`src/rtl/bias_glb_ctrl.sv`:
```
// Bias global-buffer sequencer: FIFO -> port A load, then port B serve.
// Optional BIAS_GLB_CTRL_ZERO_PAD_EN zeroes unused lanes of a partial last word.
module bias_glb_ctrl #(
   parameter  int FIFO_WIDTH = 64,
   parameter  int DATA_WIDTH = 16,
   parameter  int MEM_DEPTH  = 16,
   parameter  int PASS_WIDTH = 8,
   localparam int ADDR_WIDTH = $clog2(MEM_DEPTH)
) (
   input  logic                  clk,
   input  logic                  reset,
   input  logic                  start,
   input  logic [ADDR_WIDTH:0]   cfg_num_bias,
   input  logic [PASS_WIDTH-1:0] cfg_num_passes,
   input  logic                  fifo_empty,
   input  logic [FIFO_WIDTH-1:0] fifo_dout,
   output logic                  fifo_rd_en,
   output logic                  glb_we_a,
   output logic                  glb_re_a,
   output logic [ADDR_WIDTH-1:0] glb_addr_a,
   output logic [FIFO_WIDTH-1:0] glb_wdata_a,
   output logic                  glb_we_b,
   output logic                  glb_re_b,
   output logic [ADDR_WIDTH-1:0] glb_addr_b,
   input  logic [DATA_WIDTH-1:0] glb_rdata_b,
   input  logic                  bias_req,
   output logic                  bias_ready,
   output logic                  bias_valid,
   output logic [DATA_WIDTH-1:0] bias_data,
   output logic [ADDR_WIDTH-1:0] bias_idx,
   output logic                  busy,
   output logic                  load_done,
   output logic                  done
);

   localparam int WC_W = (ADDR_WIDTH > 2) ? ADDR_WIDTH - 2 : 1;
   localparam logic [ADDR_WIDTH:0] DEPTH_C = (ADDR_WIDTH+1)'(MEM_DEPTH);

   typedef enum logic [1:0] {
      IDLE,
      LOAD,
      SERVE
   } state_t;

   state_t state;
   state_t state_nxt;

   logic [ADDR_WIDTH:0]   num_bias;
   logic [PASS_WIDTH-1:0] num_passes;
   logic [PASS_WIDTH-1:0] pass_cnt;
   logic [WC_W-1:0]       word_cnt;
   logic [WC_W-1:0]       last_word;
   logic [ADDR_WIDTH-1:0] ch_cnt;
   logic [ADDR_WIDTH-1:0] addr_b;
   logic [ADDR_WIDTH-1:0] idx;
   logic                  re_b;
   logic                  valid;
   logic                  fin;
   logic                  ld_done;

   logic                  cfg_ok;
   logic                  wr;
   logic                  wr_last;
   logic                  accept;
   logic                  ch_wrap;
   logic                  pass_last;
   logic [FIFO_WIDTH-1:0] wdata;

   assign cfg_ok = start
                 && (cfg_num_bias != '0)
                 && (cfg_num_bias <= DEPTH_C)
                 && (cfg_num_passes != '0);

   assign wr      = (state == LOAD) && !fifo_empty;
   assign wr_last = wr && (word_cnt == last_word);

   // one read in flight: the issue cycle and the return cycle block new accepts
   assign bias_ready = (state == SERVE) && !re_b && !valid && !fin;
   assign accept     = bias_req && bias_ready;

   assign ch_wrap   = ({1'b0, ch_cnt} == (num_bias - 1'b1));
   assign pass_last = (pass_cnt == (num_passes - 1'b1));

`ifdef BIAS_GLB_CTRL_ZERO_PAD_EN
   always_comb begin
      wdata = fifo_dout;
      if ((word_cnt == last_word) && (num_bias[1:0] != 2'b00)) begin
         for (int l = 0; l < 4; l++) begin
            if (2'(l) >= num_bias[1:0]) begin
               wdata[l*DATA_WIDTH +: DATA_WIDTH] = '0;
            end
         end
      end
   end
`else
   assign wdata = fifo_dout;
`endif

   always_comb begin
      state_nxt = state;
      unique case (state)
         IDLE: begin
            if (cfg_ok) state_nxt = LOAD;
         end
         LOAD: begin
            if (wr_last) state_nxt = SERVE;
         end
         SERVE: begin
            if (valid && fin) state_nxt = IDLE;
         end
         default: state_nxt = IDLE;
      endcase
   end

   always_ff @(posedge clk) begin
      if (reset) begin
         state <= IDLE;
      end else begin
         state <= state_nxt;
      end
   end

   always_ff @(posedge clk) begin
      if (reset) begin
         num_bias   <= '0;
         num_passes <= '0;
         pass_cnt   <= '0;
         word_cnt   <= '0;
         last_word  <= '0;
         ch_cnt     <= '0;
         addr_b     <= '0;
         idx        <= '0;
         re_b       <= 1'b0;
         valid      <= 1'b0;
         fin        <= 1'b0;
         ld_done    <= 1'b0;
      end else begin
         ld_done <= wr_last;
         re_b    <= accept;
         valid   <= re_b;
         if (re_b) idx <= addr_b;
         if ((state == IDLE) && cfg_ok) begin
            num_bias   <= cfg_num_bias;
            num_passes <= cfg_num_passes;
            last_word  <= WC_W'((cfg_num_bias - 1'b1) >> 2);
            word_cnt   <= '0;
            ch_cnt     <= '0;
            pass_cnt   <= '0;
            fin        <= 1'b0;
         end
         if (wr) begin
            word_cnt <= wr_last ? '0 : word_cnt + 1'b1;
         end
         if (accept) begin
            addr_b <= ch_cnt;
            if (ch_wrap) begin
               ch_cnt   <= '0;
               pass_cnt <= pass_cnt + 1'b1;
               if (pass_last) fin <= 1'b1;
            end else begin
               ch_cnt <= ch_cnt + 1'b1;
            end
         end
         if (valid && fin) fin <= 1'b0;
      end
   end

   assign fifo_rd_en  = wr;
   assign glb_we_a    = wr;
   assign glb_re_a    = 1'b0;
   assign glb_addr_a  = ADDR_WIDTH'({word_cnt, 2'b00});
   assign glb_wdata_a = wr ? wdata : '0;
   assign glb_we_b    = 1'b0;
   assign glb_re_b    = re_b;
   assign glb_addr_b  = addr_b;
   assign bias_valid  = valid;
   assign bias_data   = valid ? glb_rdata_b : '0;
   assign bias_idx    = idx;
   assign busy        = (state != IDLE);
   assign load_done   = ld_done;
   assign done        = valid && fin;

endmodule

```
`config.mk`:
```
export PLATFORM = sky130hd
export DESIGN_NAME = bias_glb_ctrl
export DESIGN_NICKNAME = d
export VERILOG_FILES = /design/src/rtl/bias_glb_ctrl.sv
export SDC_FILE = /design/constraint.sdc
export NUM_CORES = 1
export LEC_CHECK = 0
export ABC_AREA = 1
export CORE_MARGIN = 5
export CORE_UTILIZATION = 40
export CTS_BUF_LIST = sky130_fd_sc_hd__clkbuf_4
export DETAILED_ROUTE_END_ITERATION = 16
export HOLD_SLACK_MARGIN = 0.06
export PLACE_DENSITY = 0.89
export REMOVE_ABC_BUFFERS = 1
export SYNTH_ARGS = -nofsm -noshare
export SYNTH_HDL_FRONTEND = slang
export SYNTH_SLANG_ARGS = --single-unit
export TNS_END_PERCENT = 50
```
`constraint.sdc`:
```
create_clock -name clk -period 2.3 [get_ports clk]
set_input_delay 0.23 -clock clk [delete_from_list [all_inputs] [get_ports clk]]
set_output_delay 0.23 -clock clk [all_outputs]
set_load 0.02 [all_outputs]
```
# ---- Yosys cells after proc, flatten, opt, wreduce, memory -nomap -nowiden
# Cells that the tools add are included.
dict set report word_totals {
  wordCells 70
  inputBits 98
  ff_bits 43
  out_inout_bits 102
}
dict set report op_classes {
  muxes 19
  reduce_logical 23
  eq_ne 8
  order_cmp 1
  add_sub_neg 6
}
# operator count
set op_table {}
lappend op_table {{$mux W64} 1}
lappend op_table {{$mux W8} 3}
lappend op_table {{$mux W16} 1}
lappend op_table {{$mux W2} 6}
lappend op_table {{$mux W4} 3}
lappend op_table {{$logic_and A1 B1 Y1} 11}
lappend op_table {{$add A8 B1 Y8 const B} 1}
lappend op_table {{$eq A8 B8 Y1} 1}
lappend op_table {{$reduce_bool A8 Y1} 1}
lappend op_table {{$sub A8 B1 Y8 const B} 1}
lappend op_table {{$ne A2 B2 Y1 const B} 3}
lappend op_table {{$pmux W2 S3} 1}
lappend op_table {{$reduce_bool A2 Y1} 3}
lappend op_table {{$eq A4 B5 Y1} 1}
lappend op_table {{$le A5 B5 Y1 const B} 1}
lappend op_table {{$reduce_bool A5 Y1} 1}
lappend op_table {{$sub A5 B1 Y5 const B} 1}
lappend op_table {{$add A4 B1 Y4 const B} 1}
lappend op_table {{$logic_not A1 Y1} 4}
lappend op_table {{$mux W1} 4}
lappend op_table {{$sub A4 B1 Y4 const B} 1}
lappend op_table {{$reduce_and A3 Y1} 1}
lappend op_table {{$add A2 B1 Y2 const B} 1}
lappend op_table {{$eq A2 B1 Y1 const B} 1}
lappend op_table {{4 further kinds} 4}

# ---- Longest topological paths before layout
dict set report depth {
  ltp_word 9
  mapped_depth 13
  depth_no_buf 13
}

# ---- Least setup slack after synthesis
# OpenSTA, ideal clock, no wires.
dict set report synth_timing {
  kind {reg-to-output}
  startpoint {register state[1]}
  endpoint {output glb_wdata_a[43]}
  stages_incl_launch_ff 6
  required_time_ps 2070
  path_buffers 2
  arrival_time_ps 1570
  path_slack_ps 500
  path_cell_list {dfxtp_1 nor3_2 inv_1 clkbuf_1 buf_1 nor2_1}
}
dict set report synth_between {
  elab_chain_cells 3
}
# element line_no
set synth_lines {}
lappend synth_lines {{start: declaration} 45} ;# state_t state;
lappend synth_lines {{start signal: assignment} 119} ;# state <= state_nxt;
lappend synth_lines {{$eq A2 B1 Y1} 74} ;# assign wr = (state == LOAD) && !fifo_empty;
lappend synth_lines {{$logic_and A1 B1 Y1} 74}
lappend synth_lines {{named net fifo_rd_en} 17} ;# output logic fifo_rd_en,
lappend synth_lines {{$mux W64} 172} ;# assign glb_wdata_a = wr ? wdata : '0;
lappend synth_lines {{end: declaration} 21} ;# output logic [FIFO_WIDTH-1:0] glb_wdata_a,
# The timed path passes the listed nets, and every way through them passes these cells.

# ---- Final worst setup path
dict set report layout_timing {
  startpoint {register state[1]}
  endpoint {output glb_wdata_a[44]}
}
dict set report layout_between {
  elab_chain_cells 3
}
# element line_no
set layout_lines {}
lappend layout_lines {{$eq A2 B1 Y1} 74}
lappend layout_lines {{$logic_and A1 B1 Y1} 74}
lappend layout_lines {{$mux W64} 172}
# Every way passes these cells.

==> reports/results.ini <==
[yosys]
yosysWarningCount=0
synthesis.instances=510
syn-cell-area_um2=2970
synth-seq-area-share_pct=29.0
postSynthRegisterBits=43
postSynthAreaPerCell_um2=5.83
synthDistinctLibCells=34

[placement]
place_congestion=0.880
dp_cells=789
numPortBuffers=195
dp_hpwl_um=8750

[min_path]
whs_path_depth=2
worst_hold_path_type=flop to flop

[critical_path]
arrival_ns=2.07
timing.setup.critical_path_class=flop to primary output
crit_family=buffers and inverters
crit_path_start_kind=flop
path_max_fanout=66
path_buf_inv=3
cp_slowest_cell=sky130_fd_sc_hd__clkdlybuf4s50_1
r2r_cells=12
worst-endpoint-required_ns=2.07
endpoint_kind=primary output
crit_path_max_incr_delay_ns=0.66
path_depth=5
crit_chain=nor3_2 -> inv_2 -> buf_12 -> nor2_1 -> clkdlybuf4s50_1

[sta]
min_period_over_period_pct=99.9
max_clock_freq_mhz=435
fin_worst_skew_ns=0.0108
post-route-min-period_ns=2.30
setup_violations=0
hold_viol=0
slew_viol_final=0

[floorplan]
initial_utilization_pct=41.0
pin_count=200
fp.dieH_um=96.2
core_area_um2=7250
die_area_um2=9250
placement_rows=31
fp.dieW_um=96.2

[cts]
ctsHtreeMaxLevel=2
cts_hold_buf=0
clk_transition_reported_paths_ns=0.14
clock_tree_from_tritoncts=yes
clockBufferDepth=2
clock_sink_count=43
clk_latency_ns=0.36
numCtsBuffers=5
cts_setup_buffers=0
cts-root-buf=sky130_fd_sc_hd__clkbuf_4

[finish]
final_cells=797
areaGrowthSynthToFinish_pct=75.2
final_layout_size_suffix_gt1_share_pct=4.73
antennaDiodeCount=0
finalNetCount=799

[detailed_routing]
route.detailed.drc=0
detail_route.wl_per_cell_um=13.8
detailroute.via_count=3616
postRouteWirelength_um=11000
drt-pass1-iter-count=5
detail-route-antenna-nets=0
routed_via_density=4.54
drt_iter0_drcs=119

[global_route]
grt-busiest-layer=met2
grt_pass1_vias=3516
grt_use_total_pct=22.1
gr-usage-met1_pct=23.5
globalRouteMet3Util_pct=6.80
globalRouteMet2Util_pct=42.4
grt.overflow.total=0
grt_antenna_before_repair=0
grt_first_pass_wirelength_um=16100
grt_max_degree=67

[run_status]
run_status=finished clean

[power]
p_total_uw=1920
cellLeakagePower_uw=0.00348
vdd.ir_drop.worst_mv=0.230
cell_area_power_density_nw_per_um2=368

[job]
max_cap_viol_count=0

==> stage by stage <==
stage / TNS (ns) / setup WS, ns / hold WS, ns / utilization, % / area (um^2)
after floorplan: -11.75 / -0.180 / 0.299 / - / 2850
after global placement: 0 / 0.166 / 0.458 / 68.7 / 4980
after detailed placement: 0 / 0.0900 / 0.467 / 68.7 / 4980
after CTS: 0 / 0.00115 / 0.487 / 69.8 / 5060
after global routing: -0.144 / -0.118 / 0.518 / 71.8 / 5200
final: 0 / 0.00311 / 0.485 / 71.8 / 5200
==> area by class of cell <==
cell class	instances	area, um^2
Clock buffer	5	37.5
Inverter	125	469
Tap cell	99	124
Fill cell	594	2050
Clock inverter	3	42.5
Multi-Input combinational cell	321	1520
Sequential cell	43	862
Timing Repair Buffer	201	2150
==> registers in the layout (all words and copies together), names as in the netlist, 2 cells and up <==
register,flops
state,2
word_cnt,2
ch_cnt,4
num_passes,8
bias_idx,4
glb_addr_b,4
pass_cnt,8
num_bias,5
last_word,2
==> worst reg2reg max path: stages (launching register included) <==
cell and delay [ns]:
sky130_fd_sc_hd__dfxtp_1 0.39, sky130_fd_sc_hd__inv_2 0.07, sky130_fd_sc_hd__ha_1 0.30, sky130_fd_sc_hd__inv_1 0.04, sky130_fd_sc_hd__nand2_1 0.05, sky130_fd_sc_hd__nand2_1 0.04
sky130_fd_sc_hd__nor2_1 0.10, sky130_fd_sc_hd__nand2_1 0.10, sky130_fd_sc_hd__nor2_4 0.12, sky130_fd_sc_hd__nand3_4 0.17, sky130_fd_sc_hd__inv_2 0.16, sky130_fd_sc_hd__nand2_1 0.06
sky130_fd_sc_hd__a21oi_1 0.14
==> power by group <==
| part | leakage, uW | switching (uW) | internal [uW] |
|---|---|---|---|
| combinational | 0.00309 | 313 | 316 |
| clock | 0.0000432 | 261 | 229 |
| sequential | 0.000350 | 21.5 | 775 |
| total | 0.00348 | 595 | 1320 |
==> cell usage in the layout (no fill, tap or decap), types with 2 or more instances in the layout <==
| cell type | n |
|---|---|
| sky130_fd_sc_hd__nor2_2 | 2 |
| sky130_fd_sc_hd__clkdlybuf4s50_1 | 138 |
| sky130_fd_sc_hd__dlymetal6s2s_1 | 56 |
| sky130_fd_sc_hd__nor3_2 | 2 |
| sky130_fd_sc_hd__nand2_2 | 2 |
| sky130_fd_sc_hd__dfxtp_1 | 42 |
| sky130_fd_sc_hd__o21ai_0 | 26 |
| sky130_fd_sc_hd__nand2_1 | 93 |
| sky130_fd_sc_hd__inv_2 | 8 |
| sky130_fd_sc_hd__xor2_1 | 8 |
| sky130_fd_sc_hd__clkbuf_4 | 5 |
| sky130_fd_sc_hd__buf_4 | 5 |
| sky130_fd_sc_hd__ha_1 | 4 |
| sky130_fd_sc_hd__nand3_1 | 19 |
| sky130_fd_sc_hd__xnor2_1 | 4 |
| sky130_fd_sc_hd__nor2_1 | 102 |
| sky130_fd_sc_hd__inv_1 | 117 |
| sky130_fd_sc_hd__a21oi_1 | 34 |
| sky130_fd_sc_hd__o21ai_1 | 5 |
| sky130_fd_sc_hd__conb_1 | 4 |
| sky130_fd_sc_hd__nand4_1 | 5 |
==> path summary, 6_finish.rpt <==
path / startpoint / slack (ns) / endpoint
max: state[1] / 0.003 / glb_wdata_a[44]
min: num_passes[7] / 0.48 / num_passes[7]
min reg2reg: num_passes[7] / 0.48 / num_passes[7]
max reg2reg: num_bias[0] / 0.50 / pass_cnt[1]
==> Yosys cell counts <==
cell	count	area, um^2
sky130_fd_sc_hd__nor3_2	2	20.0
sky130_fd_sc_hd__buf_1	1	3.75
sky130_fd_sc_hd__buf_2	4	20.0
sky130_fd_sc_hd__o21ai_0	26	130
sky130_fd_sc_hd__a21oi_1	34	170
sky130_fd_sc_hd__nand2_2	2	12.5
sky130_fd_sc_hd__nand3b_1	1	7.51
sky130_fd_sc_hd__inv_1	118	443
sky130_fd_sc_hd__dfxtp_1	43	861
sky130_fd_sc_hd__nand4_1	5	31.3
sky130_fd_sc_hd__o21bai_1	1	7.51
sky130_fd_sc_hd__nor3_1	1	5.00
sky130_fd_sc_hd__or2_1	1	6.26
sky130_fd_sc_hd__nor2_2	2	12.5
sky130_fd_sc_hd__nand3_4	1	17.5
sky130_fd_sc_hd__xnor2_1	4	35.0
sky130_fd_sc_hd__buf_6	2	22.5
sky130_fd_sc_hd__inv_2	7	26.3
sky130_fd_sc_hd__clkbuf_2	2	10.0
sky130_fd_sc_hd__a21oi_2	1	8.76
sky130_fd_sc_hd__xor2_1	8	70.1
sky130_fd_sc_hd__nor2_8	1	20.0
sky130_fd_sc_hd__ha_1	4	50.1
sky130_fd_sc_hd__nand2_1	93	349
sky130_fd_sc_hd__conb_1	1	3.75
sky130_fd_sc_hd__o21ai_1	5	25.0
sky130_fd_sc_hd__clkbuf_1	10	37.5
sky130_fd_sc_hd__nand3_1	19	95.1
sky130_fd_sc_hd__nor2_1	102	383
sky130_fd_sc_hd__nand3_2	1	10.0
sky130_fd_sc_hd__nor2_4	1	11.3
sky130_fd_sc_hd__xnor3_1	1	22.5
sky130_fd_sc_hd__o22ai_1	1	6.26
sky130_fd_sc_hd__buf_4	5	37.5
==> routing by layer <==
metal  vias up  share of wire, %
met3        18               7.8
li1       1871                 -
met2       107                53
met4         0               1.9
met5         -                 0
met1      1620                38
==> what timing repair did <==
item / in CTS / in global routing
resized for setup: 1 / 57
endpoints found under the hold margin: 0 / 0
endpoints found under the setup margin: 1 / 60
==> logic make-up (layout without fill, tap and decap cells) <==
kind of cell | after synthesis | in the layout | share of synthesized area, %
xor+xnor | 13 | 13 | 4.29
simple gates | 232 | 232 | 33.0
compound gates | 68 | 68 | 11.7
buf+inv | 149 | 334 | 20.2
other cells | 1 | 4 | 0.126
flops | 43 | 43 | 29.0
fa+ha+maj | 4 | 4 | 1.68
Note: power is estimated with default switching activity, not from simulation.
